**src/rtl/vm_pkg.sv**
```systemverilog
// Shared vending-machine definitions: change codes, coin values, dispenser states.
package vm_pkg;

  localparam logic [1:0] R0  = 2'b00;
  localparam logic [1:0] R5  = 2'b01;
  localparam logic [1:0] R10 = 2'b10;
  localparam logic [1:0] R15 = 2'b11;

  localparam int unsigned COIN5  = 5;
  localparam int unsigned COIN10 = 10;

  typedef enum logic [3:0] {
    IDLE, PROD, PLAN, EJ10, W10, EJ5, W5, DONE, FAULT
  } state_t;

  // Change owed, expressed in 5 tk units.
  function automatic logic [2:0] change_units(input logic [1:0] code);
    int unsigned tk;
    tk = 0;
    case (code)
      R0:  tk = 0;
      R5:  tk = COIN5;
      R10: tk = COIN10;
      R15: tk = COIN10 + COIN5;
      default: tk = 0;
    endcase
    return 3'(tk / COIN5);
  endfunction

endpackage

```
**src/rtl/pulse_timer.sv**
```systemverilog
// Loadable down-counter that stops at zero; shared by solenoid pulses and sensor waits.
module pulse_timer #(
  parameter int unsigned W = 8
) (
  input  logic         clock,
  input  logic         reset,
  input  logic         load,
  input  logic [W-1:0] value,
  output logic [W-1:0] count
);

  always_ff @(posedge clock) begin
    if (reset)
      count <= '0;
    else if (load)
      count <= value;
    else if (count != '0)
      count <= count - W'(1);
  end

endmodule

```
**src/rtl/change_dispenser.sv**
```systemverilog
// Fires the product solenoid, then pays change from the 10 tk and 5 tk hoppers with
// drop-sensor confirmation, inventory tracking and a sticky jam fault.
module change_dispenser
  import vm_pkg::*;
#(
  parameter int unsigned PULSE_CYC = 4,
  parameter int unsigned TIMEOUT   = 255,
  parameter int unsigned CNT_W     = 8,
  parameter int unsigned INIT5     = 20,
  parameter int unsigned INIT10    = 10
) (
  input  logic             clock,
  input  logic             reset,
  input  logic             txn_valid,
  input  logic             purchase,
  input  logic [1:0]       cash_return,
  input  logic             coin_sense,
  input  logic             refill5,
  input  logic             refill10,
  output logic             ready,
  output logic             product_eject,
  output logic             eject5,
  output logic             eject10,
  output logic [CNT_W-1:0] count5,
  output logic [CNT_W-1:0] count10,
  output logic             done,
  output logic             short_change,
  output logic             overrun,
  output logic             fault
);

  localparam int unsigned TMAX = (TIMEOUT > PULSE_CYC) ? TIMEOUT : PULSE_CYC;
  localparam int unsigned TW   = $clog2(TMAX + 1);
  localparam logic [TW-1:0] PULSE_LD = TW'(PULSE_CYC - 1);
  localparam logic [TW-1:0] WAIT_LD  = TW'(TIMEOUT - 1);

  state_t        state;
  logic [2:0]    units;
  logic [2:0]    n10_left;
  logic [2:0]    n5_left;
  logic [2:0]    plan_n10;
  logic [2:0]    plan_n5;
  logic [2:0]    plan_rem;
  logic          plan_short;
  logic          tmr_load;
  logic [TW-1:0] tmr_value;
  logic [TW-1:0] tmr_count;
  logic          dec5;
  logic          dec10;

  pulse_timer #(.W(TW)) u_timer (
    .clock (clock),
    .reset (reset),
    .load  (tmr_load),
    .value (tmr_value),
    .count (tmr_count)
  );

  assign dec5  = (state == W5)  && coin_sense;
  assign dec10 = (state == W10) && coin_sense;

  // Coin plan: prefer 10 tk coins, top up with 5 tk coins from whatever is left.
  always_comb begin
    plan_n10 = ((units >> 1) != 3'd0 && count10 != '0) ? 3'd1 : 3'd0;
    plan_rem = units - (plan_n10 << 1);
    if (count5 < CNT_W'(plan_rem))
      plan_n5 = 3'(count5);
    else
      plan_n5 = plan_rem;
    plan_short = plan_n5 < plan_rem;
  end

  // Timer reloads on every entry into a pulse or a sensor wait.
  always_comb begin
    tmr_load  = 1'b0;
    tmr_value = '0;
    case (state)
      IDLE: if (txn_valid && purchase) begin
        tmr_load  = 1'b1;
        tmr_value = PULSE_LD;
      end
      PLAN: if (plan_n10 != 3'd0 || plan_n5 != 3'd0) begin
        tmr_load  = 1'b1;
        tmr_value = PULSE_LD;
      end
      EJ10, EJ5: if (tmr_count == '0) begin
        tmr_load  = 1'b1;
        tmr_value = WAIT_LD;
      end
      W10, W5: if (coin_sense) begin
        tmr_load  = 1'b1;
        tmr_value = PULSE_LD;
      end
      default: ;
    endcase
  end

  always_ff @(posedge clock) begin
    if (reset) begin
      state         <= IDLE;
      ready         <= 1'b1;
      product_eject <= 1'b0;
      eject5        <= 1'b0;
      eject10       <= 1'b0;
      done          <= 1'b0;
      short_change  <= 1'b0;
      overrun       <= 1'b0;
      fault         <= 1'b0;
      units         <= 3'd0;
      n10_left      <= 3'd0;
      n5_left       <= 3'd0;
    end else begin
      done    <= 1'b0;
      overrun <= txn_valid && (state != IDLE);
      case (state)
        IDLE: if (txn_valid) begin
          units        <= change_units(cash_return);
          short_change <= 1'b0;
          ready        <= 1'b0;
          if (purchase) begin
            state         <= PROD;
            product_eject <= 1'b1;
          end else begin
            state <= PLAN;
          end
        end
        PROD: if (tmr_count == '0) begin
          product_eject <= 1'b0;
          state         <= PLAN;
        end
        PLAN: begin
          n10_left <= plan_n10;
          n5_left  <= plan_n5;
          if (plan_short) short_change <= 1'b1;
          if (plan_n10 != 3'd0) begin
            state   <= EJ10;
            eject10 <= 1'b1;
          end else if (plan_n5 != 3'd0) begin
            state  <= EJ5;
            eject5 <= 1'b1;
          end else begin
            state <= DONE;
            done  <= 1'b1;
          end
        end
        EJ10: if (tmr_count == '0) begin
          eject10 <= 1'b0;
          state   <= W10;
        end
        W10: if (coin_sense) begin
          n10_left <= n10_left - 3'd1;
          if (n10_left > 3'd1) begin
            state   <= EJ10;
            eject10 <= 1'b1;
          end else if (n5_left != 3'd0) begin
            state  <= EJ5;
            eject5 <= 1'b1;
          end else begin
            state <= DONE;
            done  <= 1'b1;
          end
        end else if (tmr_count == '0) begin
          state <= FAULT;
          fault <= 1'b1;
        end
        EJ5: if (tmr_count == '0) begin
          eject5 <= 1'b0;
          state  <= W5;
        end
        W5: if (coin_sense) begin
          n5_left <= n5_left - 3'd1;
          if (n5_left > 3'd1) begin
            state  <= EJ5;
            eject5 <= 1'b1;
          end else begin
            state <= DONE;
            done  <= 1'b1;
          end
        end else if (tmr_count == '0) begin
          state <= FAULT;
          fault <= 1'b1;
        end
        DONE: begin
          ready <= 1'b1;
          state <= IDLE;
        end
        FAULT: fault <= 1'b1;
        default: state <= FAULT;
      endcase
    end
  end

  // Hopper inventory: a refill and a confirmed drop in the same cycle cancel out.
  always_ff @(posedge clock) begin
    if (reset) begin
      count5  <= CNT_W'(INIT5);
      count10 <= CNT_W'(INIT10);
    end else begin
      if (refill5 && !dec5) begin
        if (count5 != '1) count5 <= count5 + CNT_W'(1);
      end else if (dec5 && !refill5 && count5 != '0) begin
        count5 <= count5 - CNT_W'(1);
      end
      if (refill10 && !dec10) begin
        if (count10 != '1) count10 <= count10 + CNT_W'(1);
      end else if (dec10 && !refill10 && count10 != '0) begin
        count10 <= count10 - CNT_W'(1);
      end
    end
  end

endmodule

```
**config.mk**
```make
export PLATFORM = sky130hd
export DESIGN_NAME = change_dispenser
export DESIGN_NICKNAME = d
export VERILOG_FILES = /design/src/rtl/vm_pkg.sv /design/src/rtl/pulse_timer.sv /design/src/rtl/change_dispenser.sv
export SDC_FILE = /design/constraint.sdc
export NUM_CORES = 1
export LEC_CHECK = 0
export CAP_MARGIN = 15
export CORE_ASPECT_RATIO = 1.5
export CORE_UTILIZATION = 46
export CTS_CLUSTER_SIZE = 12
export DETAILED_ROUTE_END_ITERATION = 16
export DONT_BUFFER_PORTS = 1
export GPL_TIMING_DRIVEN = 0
export PLACE_DENSITY = 0.69
export SYNTH_ARGS = -nofsm -noshare
export SYNTH_HDL_FRONTEND = slang
export SYNTH_SLANG_ARGS = --single-unit
```
**constraint.sdc**
```tcl
create_clock -name clock -period 2.55 [get_ports clock]
set_input_delay 0.1275 -clock clock [delete_from_list [all_inputs] [get_ports clock]]
set_output_delay 0.1275 -clock clock [all_outputs]
set_load 0.01 [all_outputs]
```
After elaboration in Yosys (flattened, before gate mapping):

Cells that the tools add are included.

* register bits: 45
* bits in latches: 0
* bits in writable memories: 0
* ROM bits: 0
* output and inout bits: 24
* memories: 0

* $add $sub $neg: 8
* multipliers: 0
* divide/modulo/power cells: 1
* $lt $le $gt $ge: 4
* eq/ne operators: 32
* shift operators: 0
* mux-type cells: 73
* bitwise logic cells: 1
* reduce and logical (&&, ||, !) cells: 52

Operators with widths (count)
* $pmux W32 S4: 1
* $mux W32: 3
* $mux W8: 9
* $pmux W4 S9: 1
* $div A32 B3 Y32 const B: 1
* $pmux W8 S4: 1
* $mux W1: 29
* $mux W4: 7
* $ne A2 B2 Y1 const B: 13
* $reduce_bool A8 Y1: 3
* $sub A8 B1 Y8 const B: 3
* $reduce_bool A2 Y1: 9
* $add A8 B1 Y8 const B: 2
* $eq A4 B3 Y1 const B: 4
* $ne A8 B8 Y1 const B: 2
* $mux W3: 5
* $reduce_bool A3 Y1: 5
* $mux W2: 7
* $ne A2 B1 Y1 const B: 6
* $pmux W3 S2: 2
* $reduce_and A2 Y1: 6
* $logic_and A1 B1 Y1: 11
* $reduce_and A5 Y1: 2
* $reduce_and A9 Y1: 1
* 23 further kinds: 38

Longest topological paths before layout:

* depth after elaboration: 11
* mapped depth: 11

Modules after synthesis:

A second synthesis with hierarchy kept.

* cell total of the unflattened synthesis: 398
* area total of the unflattened synthesis: 3239.4 um2

By module, submodules not included
* change_dispenser: times used 1, cells each 341, area an instance 2766.4 um2, seq. area each 720.7 um2
* pulse_timer: times used 1, cells each 57, area an instance 473.0 um2, seq. area each 160.2 um2

Worst setup path before layout:

No wires, ideal clock.

* kind: register to register
* start: register state[3]
* end: register count5[7]
* arrival: 2644 ps
* setup slack: -173 ps
* cell stages (with the launch flop): 12
* buffers on the path: 1
* clock period less this slack: 2723 ps
* path through: dfxtp_1 buf_2 nand4bb_1 or2_2 nand2_1 ha_1 a21o_1 a21o_1 a311o_1 and3b_1 o21ai_0 nor3b_1

* cells in the longest elaborated chain, start to end: 6
* elaborated cells between the ends (all ways): 10

RTL lines
* start, declared: line change_dispenser.sv:37 `state_t state;`
* start signal, assigned: line change_dispenser.sv:100 `state <= IDLE;`
* start signal, assigned: line change_dispenser.sv:121 `state <= PROD;`
* start signal, assigned: line change_dispenser.sv:124 `state <= PLAN;`
* $eq A4 B3 Y1 (*): line change_dispenser.sv:59 `assign dec5 = (state == W5) && coin_sense;`
* $logic_and A1 B1 Y1 (*): line change_dispenser.sv:59
* $logic_not A1 Y1 / $logic_and A1 B1 Y1 (equally long branches): line change_dispenser.sv:199, change_dispenser.sv:201
* $logic_and A1 B1 Y1 (on tied branches): line change_dispenser.sv:199, change_dispenser.sv:201
* $ne A2 B1 Y1 (no source line) / $reduce_bool A2 Y1 (equally long branches)
* $reduce_and A2 Y1 (no source line)
* end signal, assigned: line change_dispenser.sv:196 `count5 <= CNT_W'(INIT5);`
* end signal, assigned: line change_dispenser.sv:200 `if (count5 != '1) count5 <= count5 + CNT_W'(1);`
* end signal, assigned: line change_dispenser.sv:202 `count5 <= count5 - CNT_W'(1);`
* end, declared: line change_dispenser.sv:24 `output logic [CNT_W-1:0] count5,`

Every way passes the cells marked *; elsewhere a longest branch is shown, timed or not.
A chain may end at the register's enable or synchronous reset.

Worst setup path after layout:

Same ends and word-level chain as after synthesis.

==> flow_summary.rst <==
.. list-table::
   :header-rows: 1

   * - Metric
     - Value
   * - Worst min-delay path category
     - primary input to register
   * - Number of distinct library cells after synthesis
     - 62
   * - Antenna diode count
     - 0
   * - Overflow left after global routing
     - 0
   * - Number of buffers added by the clock tree synthesis step
     - 5
   * - Worst setup path class
     - register to register
   * - Number of buffers inserted by port buffering
     - 0
   * - Most used flip-flop cell after synthesis
     - sky130_fd_sc_hd__dfxtp_1
   * - Total net switching power
     - ~0.0017 W
   * - Startpoint types
     - register
   * - Drt initial violations
     - ~170
   * - Post-route fraction of the period consumed by the critical path
     - 0.9761
   * - Static leakage
     - roughly 1.4 nW
   * - Overall routing resource usage
     - 0.2167
   * - Number of instances in the synthesized netlist
     - 376
   * - Clock power frac
     - 0.153
   * - Pin count of the biggest net entering global routing
     - 16
   * - Placed Instances
     - between 400 and 500
   * - Run status
     - finished clean
   * - Worst clock skew on the final layout
     - roughly 12 ps
   * - Average cell area after synthesis
     - 8.319 sq um
   * - Antenna violations before repair
     - 0
   * - Net count, final
     - between 400 and 500
   * - CP arrival
     - roughly 2700 ps
   * - Cell area after placement
     - approximately 3300 sq um
   * - Sequential power share
     - 0.322
   * - First-pass GRT wire length
     - approximately 12 mm
   * - Async set-or-reset flop fraction in the synthesized netlist
     - 0
   * - Starting utilization of the core area
     - 0.4789
   * - Unrepaired setup endpoints after global routing
     - yes
   * - Count of state elements after synthesis
     - 44
   * - Sequential share of the synthesized area
     - 0.2816
   * - Type of destination of the critical path
     - register
   * - Cell Area, Synth
     - between 3000 and 4000 sq um
   * - Ratio of cells with drive above 1 in the final layout
     - 0.1750
   * - Total clock sinks
     - 44
   * - Final Instance Count excl. Fillers
     - roughly 480
   * - Min Tclk post-route
     - roughly 2500 ps
   * - Met3 GRT Util
     - 0.04203
   * - Busiest grt layer
     - met2
   * - Core Footprint
     - roughly 6500 sq um
   * - Post-detailed-route via-to-cell ratio
     - roughly 6.2
   * - Total of endpoints with negative setup slack in the final report
     - 0
   * - Worst-path fanout max
     - 6
   * - Vias in the first global route
     - 2703
   * - Post-route DRC
     - 0
   * - CTS tree
     - built
   * - Fraction of power spent switching nets
     - 0.4473
   * - Cell seen most often among critical-path stages
     - sky130_fd_sc_hd__a21o_1
   * - IO Pins
     - 33
   * - Register clock-pin slew on the reported worst setup and hold paths
     - approximately 100 ps
   * - Later-pin clock latency in the skew report
     - 310 ps
   * - Number of enable flip-flop cells after synthesis
     - 0
   * - Routed length per instance
     - approximately 17 um
   * - Area added between synthesis and finish
     - 16.52%
   * - Routability-driven placement congestion ratio
     - between 0.9 and 1
   * - Cell taking the most area after synthesis
     - sky130_fd_sc_hd__dfxtp_1
   * - Met2 routing resource usage after global routing
     - 0.4264
   * - Master cell of the clock root buffer
     - sky130_fd_sc_hd__clkbuf_8
   * - Number of iterations in the first detailed-routing pass
     - 4
   * - Layout Cell Area excl Fill
     - approximately 3600 sq um
   * - Routed via count
     - between 2k and 3k
   * - Number of routed nets with antenna violations
     - 0
   * - Slowest cell on the critical path
     - sky130_fd_sc_hd__a311o_1
   * - Worst rel slew slack
     - 0.5659
   * - Die Outline Area
     - approximately 7100 sq um
   * - Row cnt
     - 36
   * - Buffer levels on the longest clock path
     - 2
   * - Final wirelength
     - 7.965 mm
   * - Part of the total power dissipated in combinational logic
     - 0.524
   * - Number of pins with negative max-slew slack in the final report
     - 0
   * - Placed wire-length estimate after detailed placement
     - between 5 and 6 mm
   * - Final hold violations
     - 0
   * - Count of warnings emitted by yosys
     - 0
   * - Layout filler cell count
     - 620
   * - Die extent in x
     - approximately 70 um
   * - Highest clock rate
     - between 0.4 and 0.5 GHz
   * - Cell family with most CP delay
     - simple AND/OR/NAND/NOR gates
   * - Max stage delay on crit path
     - about 390 ps
   * - Combined buffer and inverter count along the critical path
     - 0
   * - Critical path required time
     - ~2800 ps
   * - Peak supply drop
     - 624.3 uV
   * - Internal power contribution
     - between 0.002 and 0.0025 W
   * - Die Ht
     - roughly 100 um
   * - Reported max-cap violation count
     - 0
   * - Transition time of the tightest slew-check pin
     - 645.3 ps
   * - Pwr/cell area
     - between 1000 and 1500 nW/um^2
   * - Synth area leaders
     - sky130_fd_sc_hd__dfxtp_1 (28%), sky130_fd_sc_hd__ha_1 (11%), sky130_fd_sc_hd__nor2_1 (4.2%), sky130_fd_sc_hd__a21oi_1 (4.2%), sky130_fd_sc_hd__o21ai_0 (3.7%)
   * - Fraction of synthesized cell area taken by the top area cell type
     - 0.2816
   * - Global routing usage on met1
     - 0.2264
   * - Cell breakdown of the critical path
     - nand4bb_4 > or2_4 > nand2_4 > ha_4 > a21o_1 > a21o_1 > a311o_1 > and3b_2 > o21ai_2 > nor3b_2
   * - Max H-tree Level
     - 2
## metrics by stage
| stage | hold WS, ps | setup WS [ps] | util | power, W | TNS [ps] |
|---|---|---|---|---|---|
| finish | 29.37 | 61.06 | 0.5580 | 0.003743 | 0 |
| global route | 49.40 | -50.27 | 0.5580 | 0.004027 | -91.61 |
| CTS | 23.77 | 0.6761 | 0.5264 | 0.003556 | 0 |
| detailed placement | 263.4 | -332.6 | 0.4981 | 0.002941 | -1311 |
| global placement | 262.7 | -279.7 | 0.4981 | 0.002899 | -945.4 |
| floorplan | 257.8 | 50.13 | - | 0.002552 | 0 |
## worst paths after layout
path,depth (start not counted),from,slack (ps),endpoint
setup / recovery,10,state[3]$_SDFFE_PP0P_,60,count5[7]$_SDFFE_PP0P_
hold / removal,2,purchase,30,product_eject$_SDFFE_PP0P_
setup reg to reg,10,state[3]$_SDFFE_PP0P_,60,count5[7]$_SDFFE_PP0P_
hold reg to reg,2,n5_left[1]$_SDFFE_PP0P_,520,n5_left[1]$_SDFFE_PP0P_
## registers in the layout (all words and copies together) (netlist names)
| signal | cells |
|---|---|
| count10 | 8 |
| count5 | 8 |
| done | 1 |
| eject10 | 1 |
| eject5 | 1 |
| fault | 1 |
| n10_left | 3 |
| n5_left | 3 |
| overrun | 1 |
| product_eject | 1 |
| ready | 1 |
| short_change | 1 |
| state | 4 |
| u_timer.count | 8 |
| units | 2 |
## layout make-up
| class | instances | area, sq um | area share |
|---|---|---|---|
| timing repair buffer | 16 | 122.6 | 0.03364 |
| sequential | 44 | 890.9 | 0.2444 |
| clock buffer | 5 | 68.82 | 0.01888 |
| buffer | 13 | 58.81 | 0.01613 |
| inverter | 20 | 75.07 | 0.02060 |
| tap | 76 | 95.09 | 0.02609 |
| clock inverter | 3 | 46.29 | 0.01270 |
| multi-input combinational | 299 | 2287 | 0.6275 |
## power groups by stage
stage	Sequential, W	Combinational [W]	Clock (W)
6_report	0.00121	0.00196	0.000574
5_1_grt	0.00124	0.00218	0.000606
4_1_cts	0.00117	0.00180	0.000578
3_5_place_dp	0.00117	0.00177	0
3_3_place_gp	0.00117	0.00173	0
2_1_floorplan	0.00111	0.00144	0
## synthesized netlist by cell type, types with 6 or more instances
| cell | instances |
|---|---|
| sky130_fd_sc_hd__nor3_1 | 11 |
| sky130_fd_sc_hd__nand3_1 | 6 |
| sky130_fd_sc_hd__a211o_1 | 6 |
| sky130_fd_sc_hd__nand4_1 | 6 |
| sky130_fd_sc_hd__nor2b_1 | 7 |
| sky130_fd_sc_hd__nor2_1 | 35 |
| sky130_fd_sc_hd__o211ai_1 | 6 |
| sky130_fd_sc_hd__a21oi_1 | 26 |
| sky130_fd_sc_hd__clkbuf_1 | 10 |
| sky130_fd_sc_hd__nor3b_1 | 7 |
| sky130_fd_sc_hd__a21o_1 | 6 |
| sky130_fd_sc_hd__xnor2_1 | 13 |
| sky130_fd_sc_hd__a31oi_1 | 6 |
| sky130_fd_sc_hd__o21ai_0 | 23 |
| sky130_fd_sc_hd__ha_1 | 27 |
| sky130_fd_sc_hd__dfxtp_1 | 44 |
| sky130_fd_sc_hd__o41ai_1 | 6 |
| sky130_fd_sc_hd__nand2_1 | 23 |
| sky130_fd_sc_hd__inv_1 | 20 |
| sky130_fd_sc_hd__a211oi_1 | 6 |
## metal layers
layer,wire [um],vias to the layer above,part of all wire
li1,-,1438,-
met1,3179,1412,0.40
met2,4312,75,0.54
met3,314,14,0.039
met4,159,0,0.020
met5,0,-,0
## placed cells by master, fill, tap and decap left out, types with 4 or more instances in the layout
cell type / n
sky130_fd_sc_hd__inv_1: 20
sky130_fd_sc_hd__a211oi_1: 6
sky130_fd_sc_hd__nand2b_1: 4
sky130_fd_sc_hd__and3_1: 5
sky130_fd_sc_hd__nand2_1: 21
sky130_fd_sc_hd__clkbuf_1: 9
sky130_fd_sc_hd__a21oi_1: 22
sky130_fd_sc_hd__a31oi_1: 5
sky130_fd_sc_hd__mux2_2: 4
sky130_fd_sc_hd__ha_1: 25
sky130_fd_sc_hd__xor2_1: 4
sky130_fd_sc_hd__nor2b_1: 6
sky130_fd_sc_hd__dfxtp_1: 40
sky130_fd_sc_hd__a21oi_2: 4
sky130_fd_sc_hd__o211ai_1: 6
sky130_fd_sc_hd__buf_4: 15
sky130_fd_sc_hd__o21ba_2: 4
sky130_fd_sc_hd__a211o_1: 6
sky130_fd_sc_hd__mux2i_1: 5
sky130_fd_sc_hd__nor3b_1: 6
sky130_fd_sc_hd__xnor2_1: 13
sky130_fd_sc_hd__o41ai_1: 5
sky130_fd_sc_hd__nand4_1: 6
sky130_fd_sc_hd__nor2_1: 34
sky130_fd_sc_hd__o21ai_0: 22
sky130_fd_sc_hd__clkbuf_8: 5
sky130_fd_sc_hd__nand3_1: 5
sky130_fd_sc_hd__nor3_1: 10
sky130_fd_sc_hd__a21o_1: 6
## cell families (layout without fill, tap and decap cells)
kind of cell,count (synthesis),in the layout,synth area share
adders and majority gates,30,30,0.1240
xor gates and xnor gates,17,17,0.04760
DFF,44,44,0.2816
muxes,9,9,0.03040
AOI/OAI and AO/OA,113,113,0.2520
other,1,2,0.001199
and+or+nand+nor,128,128,0.2212
buffers and inverters,34,57,0.04200
## what timing repair did
item	in CTS	in global routing
pin swaps	4	10
endpoints found under the setup margin	10	9
hold buffers	1	0
resized for setup	12	26
endpoints found under the hold margin	1	0
buffers inserted	2	13
Note: power is estimated with default switching activity, not from simulation.
